<file path="config.mk">
export PLATFORM = sky130hd
export DESIGN_NAME = pod_sim_sequencer
export DESIGN_NICKNAME = d
export VERILOG_FILES = /design/src/rtl/pod_sim_pkg.sv /design/src/rtl/pod_integrator.sv /design/src/rtl/pod_sim_sequencer.sv
export SDC_FILE = /design/constraint.sdc
export NUM_CORES = 1
export LEC_CHECK = 0
export CORE_MARGIN = 5
export CORE_UTILIZATION = 38
export DETAILED_ROUTE_END_ITERATION = 8
export PLACE_DENSITY = 0.72
export SETUP_SLACK_MARGIN = 0.15
export SLEW_MARGIN = 15
export SYNTH_ARGS = -nofsm -noshare
export SYNTH_HDL_FRONTEND = slang
export SYNTH_HIERARCHICAL = 1
export SYNTH_SLANG_ARGS = --single-unit
export TNS_END_PERCENT = 20
</file>
<file path="constraint.sdc">
create_clock -name clk_200khz -period 9.9 [get_ports clk_200khz]
set_clock_uncertainty 0.05 [all_clocks]
set_input_delay 1.485 -clock clk_200khz [delete_from_list [all_inputs] [get_ports clk_200khz]]
set_output_delay 1.485 -clock clk_200khz [all_outputs]
set_load 0.01 [all_outputs]
</file>
<file path="src/rtl/pod_sim_pkg.sv">
// Shared types and encodings for the pod simulation sequencer.
// Covers the FSM states, command opcodes, stop reasons and the 64-bit signed datapath type.
package pod_sim_pkg;

    typedef logic signed [63:0] s64_t;

    typedef enum logic [2:0] {
        ST_IDLE     = 3'd0,
        ST_RUN      = 3'd1,
        ST_SINGLE   = 3'd2,
        ST_HALTED   = 3'd3,
        ST_FINISHED = 3'd4
    } pod_state_e;

    typedef enum logic [1:0] {
        OP_LOAD  = 2'd0,
        OP_START = 2'd1,
        OP_HALT  = 2'd2,
        OP_STEP  = 2'd3
    } cmd_op_e;

    typedef enum logic [1:0] {
        STOP_NONE      = 2'd0,
        STOP_TRACK_END = 2'd1,
        STOP_BRAKE     = 2'd2
    } stop_reason_e;

endpackage

</file>
<file path="src/rtl/pod_integrator.sv">
// Position/velocity integrator: one step per enabled edge, wrapping 64-bit arithmetic.
// Position advances by the velocity held before the step.
module pod_integrator
    import pod_sim_pkg::*;
(
    input  logic               clk_200khz,
    input  logic               rst,
    input  logic               step_en,
    input  logic               load_en,
    input  logic signed [63:0] accel,
    input  logic signed [63:0] init_pos,
    input  logic signed [63:0] init_vel,
    output logic signed [63:0] position,
    output logic signed [63:0] velocity
);

    always_ff @(posedge clk_200khz) begin
        if (rst) begin
            position <= '0;
            velocity <= '0;
        end else if (load_en) begin
            position <= init_pos;
            velocity <= init_vel;
        end else if (step_en) begin
            position <= position + velocity;
            velocity <= velocity + accel;
        end
    end

endmodule

</file>
<file path="src/rtl/pod_sim_sequencer.sv">
// Pod simulation sequencer: command FSM, brake/thrust arbiter and stop detection around pod_integrator.
// state    | meaning
// IDLE     | loaded, waiting for START or STEP
// RUN      | integrating every edge until HALT or a stop event
// SINGLE   | one integration step, then HALTED
// HALTED   | paused; LOAD, START or STEP accepted
// FINISHED | track end reached; only LOAD leaves
module pod_sim_sequencer
    import pod_sim_pkg::*;
#(
    parameter logic signed [63:0] TRACK_LEN = 64'sd1_250_000_000,
    parameter int                 STEP_W    = 32
) (
    input  logic               clk_200khz,
    input  logic               rst,
    input  logic               cmd_valid,
    output logic               cmd_ready,
    input  logic [1:0]         cmd_op,
    input  logic signed [63:0] init_pos,
    input  logic signed [63:0] init_vel,
    input  logic               thr_req,
    input  logic signed [63:0] thr_accel,
    input  logic               brk_req,
    input  logic signed [63:0] brk_accel,
    output logic signed [63:0] position,
    output logic signed [63:0] velocity,
    output logic signed [63:0] accel_applied,
    output logic [1:0]         grant,
    output logic [2:0]         state,
    output logic [STEP_W-1:0]  step_count,
    output logic [1:0]         stop_reason
);

    localparam logic [2:0] S_IDLE     = 3'(ST_IDLE);
    localparam logic [2:0] S_RUN      = 3'(ST_RUN);
    localparam logic [2:0] S_SINGLE   = 3'(ST_SINGLE);
    localparam logic [2:0] S_HALTED   = 3'(ST_HALTED);
    localparam logic [2:0] S_FINISHED = 3'(ST_FINISHED);

    logic               cmd_fire, load_en, step_en;
    logic               brake_stop, track_end;
    logic [1:0]         grant_n;
    logic signed [63:0] accel_n, int_accel, vel_sum, pos_next;

    assign cmd_ready = (state != S_SINGLE);
    assign cmd_fire  = cmd_valid && cmd_ready;
    assign load_en   = cmd_fire && (cmd_op == OP_LOAD) &&
                       (state == S_IDLE || state == S_HALTED || state == S_FINISHED);
    assign step_en   = (state == S_SINGLE) ||
                       (state == S_RUN && !(cmd_fire && cmd_op == OP_HALT));

    always_comb begin
        grant_n = 2'b00;
        accel_n = '0;
        if (brk_req) begin
            grant_n = 2'b10;
            accel_n = brk_accel;
        end else if (thr_req) begin
            grant_n = 2'b01;
            accel_n = thr_accel;
        end
    end

    assign vel_sum    = velocity + accel_n;
    assign pos_next   = position + velocity;
    assign brake_stop = brk_req && (velocity > 64'sd0) && (vel_sum <= 64'sd0);
    assign track_end  = (pos_next >= TRACK_LEN);
    // Clamp by feeding -velocity so the integrator lands exactly on zero.
    assign int_accel  = brake_stop ? (64'sd0 - velocity) : accel_n;

    pod_integrator u_integrator (
        .clk_200khz (clk_200khz),
        .rst        (rst),
        .step_en    (step_en),
        .load_en    (load_en),
        .accel      (int_accel),
        .init_pos   (init_pos),
        .init_vel   (init_vel),
        .position   (position),
        .velocity   (velocity)
    );

    always_ff @(posedge clk_200khz) begin
        if (rst) begin
            state         <= S_IDLE;
            step_count    <= '0;
            stop_reason   <= STOP_NONE;
            grant         <= 2'b00;
            accel_applied <= '0;
        end else if (load_en) begin
            state       <= S_IDLE;
            step_count  <= '0;
            stop_reason <= STOP_NONE;
        end else if (step_en) begin
            grant         <= grant_n;
            accel_applied <= accel_n;
            if (step_count != '1) begin
                step_count <= step_count + {{(STEP_W-1){1'b0}}, 1'b1};
            end
            if (track_end) begin
                state       <= S_FINISHED;
                stop_reason <= STOP_TRACK_END;
            end else if (brake_stop) begin
                state       <= S_HALTED;
                stop_reason <= STOP_BRAKE;
            end else if (state == S_SINGLE) begin
                state <= S_HALTED;
            end
        end else if (cmd_fire) begin
            case (state)
                S_IDLE, S_HALTED: begin
                    if (cmd_op == OP_START) state <= S_RUN;
                    else if (cmd_op == OP_STEP) state <= S_SINGLE;
                end
                S_RUN: begin
                    if (cmd_op == OP_HALT) state <= S_HALTED;
                end
                default: ;
            endcase
        end
    end

endmodule

</file>
==> metrics.md, run 1 <==
| Metric | Value |
|---|---|
| Tcrit/Tclk final | `0.966` |
| Vias in the first global route | `32.7k` |
| Synth cell types | `96` |
| Sequential element share of the synthesized area | `0.163` |
| Least-Margin Pin Slew | `1.20 ns` |
| Resized Gates After CTS | `0` |
| EDFF count, synth | `0` |
| Crit path DAT | `10.05 ns` |
| Synthesized Nets | `4,617` |
| Die W | `283 um` |
| Root Driver | `clkbuf_16` |
| Die Ht | `283 um` |
| Cells after synthesis | `4,096` |
| Post-Route WL | `135,000 um` |
| Rows | `100` |
| Yosys top cell by area | `dfxtp_1` |
| Final #Nets | `5,292` |
| I/O pin total | `495` |
| Power Density | `309 nW/um^2` |
| FFs w/ async S/R, synth | `0` |
| Die ar. | `80,100 um^2` |
| Via-per-instance ratio | `5.99` |
| Status | `finished clean` |
| Worst Setup End Kind | `flip-flop` |
| Initial antenna violation count | `7` |
| CTS buffer count | `30` |
| Via count | `34.5k` |
| All-Layer GR Usage | `0.314` |
| Clock transition at the registers of the reported paths | `0.06 ns` |
| Clk Latency, worst-skew pair | `0.62 ns` |
| Mapped Area | `28,300 um^2` |
| Hold-fix buffers, CTS | `0` |
| CTS tree | `yes` |
| Gr ovfl total | `0` |
| DR DRC count | `0` |
| CP peak stage delay | `0.58 ns` |
| Post-synth top area share | `0.163` |
| Clock period minus worst slack | `9.57 ns` |
| Final RePlAce weighted congestion | `1.03` |
| Maximum number of pins on one net before global-route repair | `101` |
| Endpoints failing hold | `0` |
| Critical path type | `input port to flip-flop` |
| Initial Util | `0.382` |
| Number of buffers added on ports | `494` |
| Fin. max-slew vios | `0` |
| Slew headroom | `0.182` |
| DP Wirelength | `112,000 um` |
| Global-route wire length before repair | `201,000 um` |
| Antenna-violating nets left | `0` |
| Cell leakage power | `15.8 nW` |
| Worst path slowest cell | `or4_1` |
| Crit-path max FO | `21` |
| Overall power | `0.0116 W` |
| RSZ-0062 raised after global routing | `false` |
| Fmax | `105 MHz` |
| Post-DR wirelength/cell | `23.4 um` |
| Max Cap Viol | `0` |
| Synth Area per Inst | `6.91 um^2` |
| Area Overhead vs Synth | `32.8%` |
| Top cells by area, synth | `dfxtp_1 16%, ha_1 11%, a21oi_1 8.9%, nor2_1 5.7%, nand2_1 5.4%` |
| Worst vdd ir | `0.000212 V` |
| # clock sinks | `231` |
| Most numerous cell in the Yosys netlist | `a21oi_1` |
| Post CTS Setup Buffer Count | `0` |
| Worst EP required | `10.38 ns` |
| First-pass iteration count of the detailed router | `6` |
| Top post-synthesis cells by count | `503 x a21oi_1, 428 x nor2_1, 411 x nand2_1, 266 x o21ai_0, 254 x ha_1` |
| Type of origin of the critical path | `input port` |
| Core area | `74,200 um^2` |
| Synth Warn # | `6` |
| Synthesis-stage register bit count | `231` |
| Htree depth | `1` |
| Setup Viol. Count Final | `0` |
| 1st-iter DRT viols | `3,394` |
| Post-synth top flop | `dfxtp_1` |
| Utilization after layout | `0.507` |
| Hold Crit Class | `flip-flop to flip-flop` |
| Layout cell share with drive strength beyond 1 | `0.109` |
| Worst-case clock buffer depth | `3` |
==> placed cells by master, fill, tap and decap left out, types with 42 or more instances in the layout <==
cell type and count:
nor2_1 427, a21oi_1 501, xnor2_1 146, buf_4 404, ha_1 254, nor3_1 135, dfxtp_1 231, nand3_1 63
a221oi_1 62, a211oi_1 100, xor2_1 131, o21a_1 47, nand2_1 411, o21ai_0 265, clkdlybuf4s50_1 492, nor2b_1 42
nand4_1 116, a22oi_1 64, a21o_1 86, inv_1 173
==> power breakdown <==
group	total, W	switching, W	internal [W]
clock	0.00119	0.000481	0.000708
sequential	0.00159	0.000374	0.00121
combinational	0.00883	0.00521	0.00362
==> layer usage <==
layer,vias to the layer above,GRT usage,part of all wire
met3,270,0.0482,0.076
met1,16243,0.420,0.43
met5,-,0,0.00018
met4,4,0.126,0.047
met2,1548,0.509,0.44
li1,16480,-,-
==> worst max-delay path, delay by kind of cell <==
kind	cells	cell delay, ns
buf+inv	4	0.88
mux	1	0.31
fa+ha+maj	3	1.04
compound gates	14	3.23
simple gates	8	2.94
xor+xnor	1	0.15
==> registers in the layout, indices dropped and copies added, names as in the netlist <==
name and count:
accel_applied 64, grant 2, state 3, step_count 32
stop_reason 2, u_integrator/position 64, u_integrator/velocity 64
==> logic make-up after synthesis <==
family | Yosys count | share of synthesized area
flip-flops | 231 | 0.163
AND/OR/NAND/NOR | 1420 | 0.238
AO/OA/AOI/OAI | 1428 | 0.319
adder cells (fa/ha/maj) | 258 | 0.115
XOR/XNOR | 277 | 0.0857
buffers and inverters | 432 | 0.0612
multiplexers | 50 | 0.0181
==> worst paths after layout <==
check | to | cells past startpoint | slack [ns] | from
max | u_integrator/velocity[62]$_SDFFE_PP0P_ | 31 | 0.33 | thr_req
min | grant[0]$_SDFFE_PP0P_ | 2 | 0.42 | grant[0]$_SDFFE_PP0P_
max reg2reg | u_integrator/velocity[62]$_SDFFE_PP0P_ | 26 | 1.61 | u_integrator/velocity[9]$_SDFFE_PP0P_
min reg2reg | grant[0]$_SDFFE_PP0P_ | 2 | 0.42 | grant[0]$_SDFFE_PP0P_
==> cell type report <==
| type | instances | area (um^2) |
|---|---|---|
| fill | 7457 | 36600 |
| multi-input combinational | 3433 | 22000 |
| timing repair buffer | 900 | 8010 |
| sequential | 231 | 4620 |
| tap | 969 | 1210 |
| clock buffer | 37 | 807 |
| inverter | 175 | 664 |
| clock inverter | 17 | 238 |
| antenna | 5 | 12.5 |
==> metrics by stage <==
step                setup slack [ns]  hold slack (ns)  area, um^2  std cells  TNS [ns]
floorplan                       1.06            0.426       28300       4096         0
global placement             -0.0302            0.395       36500       5708   -0.0795
detailed placement            -0.150            0.398       36500       5708    -0.779
CTS                            0.468            0.410       37600       5762         0
global route                   0.174            0.446       37600       5765         0
finish                         0.333            0.415       37600       5767         0
Note: power is estimated with default switching activity, not from simulation.
==> inputs of run 2 (changes only) <==
DONT_BUFFER_PORTS = 1   (was unset)
GPL_TIMING_DRIVEN = 0   (was unset)
PLACE_DENSITY = 0.63   (was 0.72)
==> metrics.md, run 2 (same netlist as run 1, synthesis figures left out) <==
| Metric | Value |
|---|---|
| Status | `finished clean` |
| Most frequent cells in the layout | `496 x a21oi_1, 428 x nor2_1, 411 x nand2_1` |
| Via-per-instance ratio | `6.36` |
| Core area | `74,200 um^2` |
| Reg2reg start | `u_integrator/velocity[44]$_SDFFE_PP0P_` |
| Worst EP required | `10.30 ns` |
| Initial Util | `0.382` |
| DR DRC count | `0` |
| Slew headroom | `0.183` |
| Setup Viol. Count Final | `0` |
| Power Density | `337 nW/um^2` |
| Clk Latency, worst-skew pair | `0.62 ns` |
| Overall power | `0.0105 W` |
| Initial antenna violation count | `18` |
| Post-Route WL | `137,000 um` |
| Crit path DAT | `10.04 ns` |
| Rows | `100` |
| Vias in the first global route | `29.9k` |
| # clock sinks | `231` |
| Type of origin of the critical path | `input port` |
| Cell leakage power | `12.6 nW` |
| RSZ-0062 raised after global routing | `true` |
| DP Wirelength | `114,000 um` |
| Commonest non-fill, non-tap cell in the layout | `a21oi_1` |
| Clock period minus worst slack | `9.63 ns` |
| Layout cell share with drive strength beyond 1 | `0.0588` |
| Least-Margin Pin Slew | `1.23 ns` |
| Fin. max-slew vios | `0` |
| Fmax | `104 MHz` |
| Endpoints failing hold | `0` |
| Clock transition at the registers of the reported paths | `0.06 ns` |
| Met3 usage | `0.0941` |
| Filler-free cell count of the finished design | `5,151` |
| Met1 usage in global routing | `0.427` |
| CP peak stage delay | `0.63 ns` |
| Leading registers by flop count | `accel_applied: 64 flops, u_integrator/position: 64 flops, u_integrator/velocity: 64 flops` |
| Area Overhead vs Synth | `9.87%` |
| Max Cap Viol | `0` |
| Placed Cells incl. Taps | `5,065` |
| I/O pin total | `495` |
| Antenna-violating nets left | `0` |
| Worst hold start | `grant[0]$_SDFFE_PP0P_` |
| Via count | `32.7k` |
| Final #Nets | `4,667` |
| Tcrit/Tclk final | `0.973` |
| Die ar. | `80,100 um^2` |
| Post-DR wirelength/cell | `26.7 um` |
| Worst vdd ir | `0.000147 V` |
| Gr ovfl total | `0` |
| Die W | `283 um` |
| Root Driver | `clkbuf_16` |
| Number of buffers added on ports | `0` |
| CP startpoint | `thr_req` |
| Global-route wire length before repair | `199,000 um` |
| CTS buffer count | `30` |
| Hold-fix buffers, CTS | `0` |
| Worst path slowest cell | `or4_4` |
| Busiest grt layer | `met2` |
| All-Layer GR Usage | `0.318` |
| 1st-iter DRT viols | `3,535` |
| Worst Setup End Kind | `flip-flop` |
| Crit-path max FO | `10` |
| Die Ht | `283 um` |
| Met2 GRT Util | `0.492` |
| Hold Crit Class | `flip-flop to flip-flop` |
| Final RePlAce weighted congestion | `1.06` |
| CTS tree | `yes` |
| Critical path type | `input port to flip-flop` |
| First-pass iteration count of the detailed router | `6` |
| Htree depth | `1` |
| Maximum number of pins on one net before global-route repair | `15` |
| Worst-case clock buffer depth | `3` |
run 2: per-layer routing:
| layer | up-vias | share of wire |
|---|---|---|
| li1 | 15229 | - |
| met1 | 15551 | 0.42 |
| met2 | 1635 | 0.42 |
| met3 | 311 | 0.11 |
| met4 | 18 | 0.044 |
| met5 | - | 0.00089 |
run 2: cell type report:
| type | instances | area, um^2 |
|---|---|---|
| fillers | 7971 | 43100 |
| multi-input cells | 3433 | 22300 |
| flip-flops and latches | 231 | 4620 |
| well taps | 969 | 1210 |
| plain buffers | 257 | 1120 |
| clock buffers | 36 | 825 |
| inverters | 175 | 657 |
| clock inverters | 20 | 180 |
| repair buffers | 18 | 135 |
| diodes | 12 | 30.0 |
run 2: where the power goes:
| group | internal, W | switching (W) | leakage (nW) |
|---|---|---|---|
| Sequential | 0.00121 | 0.000999 | 1.89 |
| Clock | 0.000646 | 0.000497 | 0.483 |
| Combinational | 0.00247 | 0.00465 | 10.2 |
run 2: metrics by stage:
stage	setup TNS, ns	setup WS [ns]	cell area (um^2)	hold WS, ns	util
finish	0	0.266	31100	0.458	0.419
global route	0	0.114	31100	0.486	0.419
CTS	0	0.154	30800	0.459	0.415
detailed placement	-65.42	-2.04	29500	0.451	0.398
global placement	-59.25	-1.94	29500	0.447	0.398
floorplan	0	1.06	28300	0.426	-
run 2: worst paths after layout:
path                            cells after the start                                     end  slack [ns]
worst max-delay path                               32  u_integrator/velocity[62]$_SDFFE_PP0P_        0.27
worst min register to register                      2                   grant[0]$_SDFFE_PP0P_        0.46
worst min-delay path                                2                   grant[0]$_SDFFE_PP0P_        0.46
worst max register to register                     29  u_integrator/velocity[62]$_SDFFE_PP0P_        1.18
run 2: worst max-delay path, delay by kind of cell:
| family | cells | cell delay [ns] |
|---|---|---|
| muxes | 1 | 0.32 |
| xor gates and xnor gates | 1 | 0.29 |
| buffers and inverters | 5 | 0.89 |
| adders and majority gates | 3 | 0.95 |
| and+or+nand+nor | 8 | 2.91 |
| AOI/OAI and AO/OA | 14 | 3.16 |
run 2: repair_timing:
item | in CTS | in global routing
setup buffers | 9 | 9
pin swaps | 8 | 15
resized for setup | 52 | 79
hold endpoints to repair | 0 | 0
endpoints found under the setup margin | 49 | 35
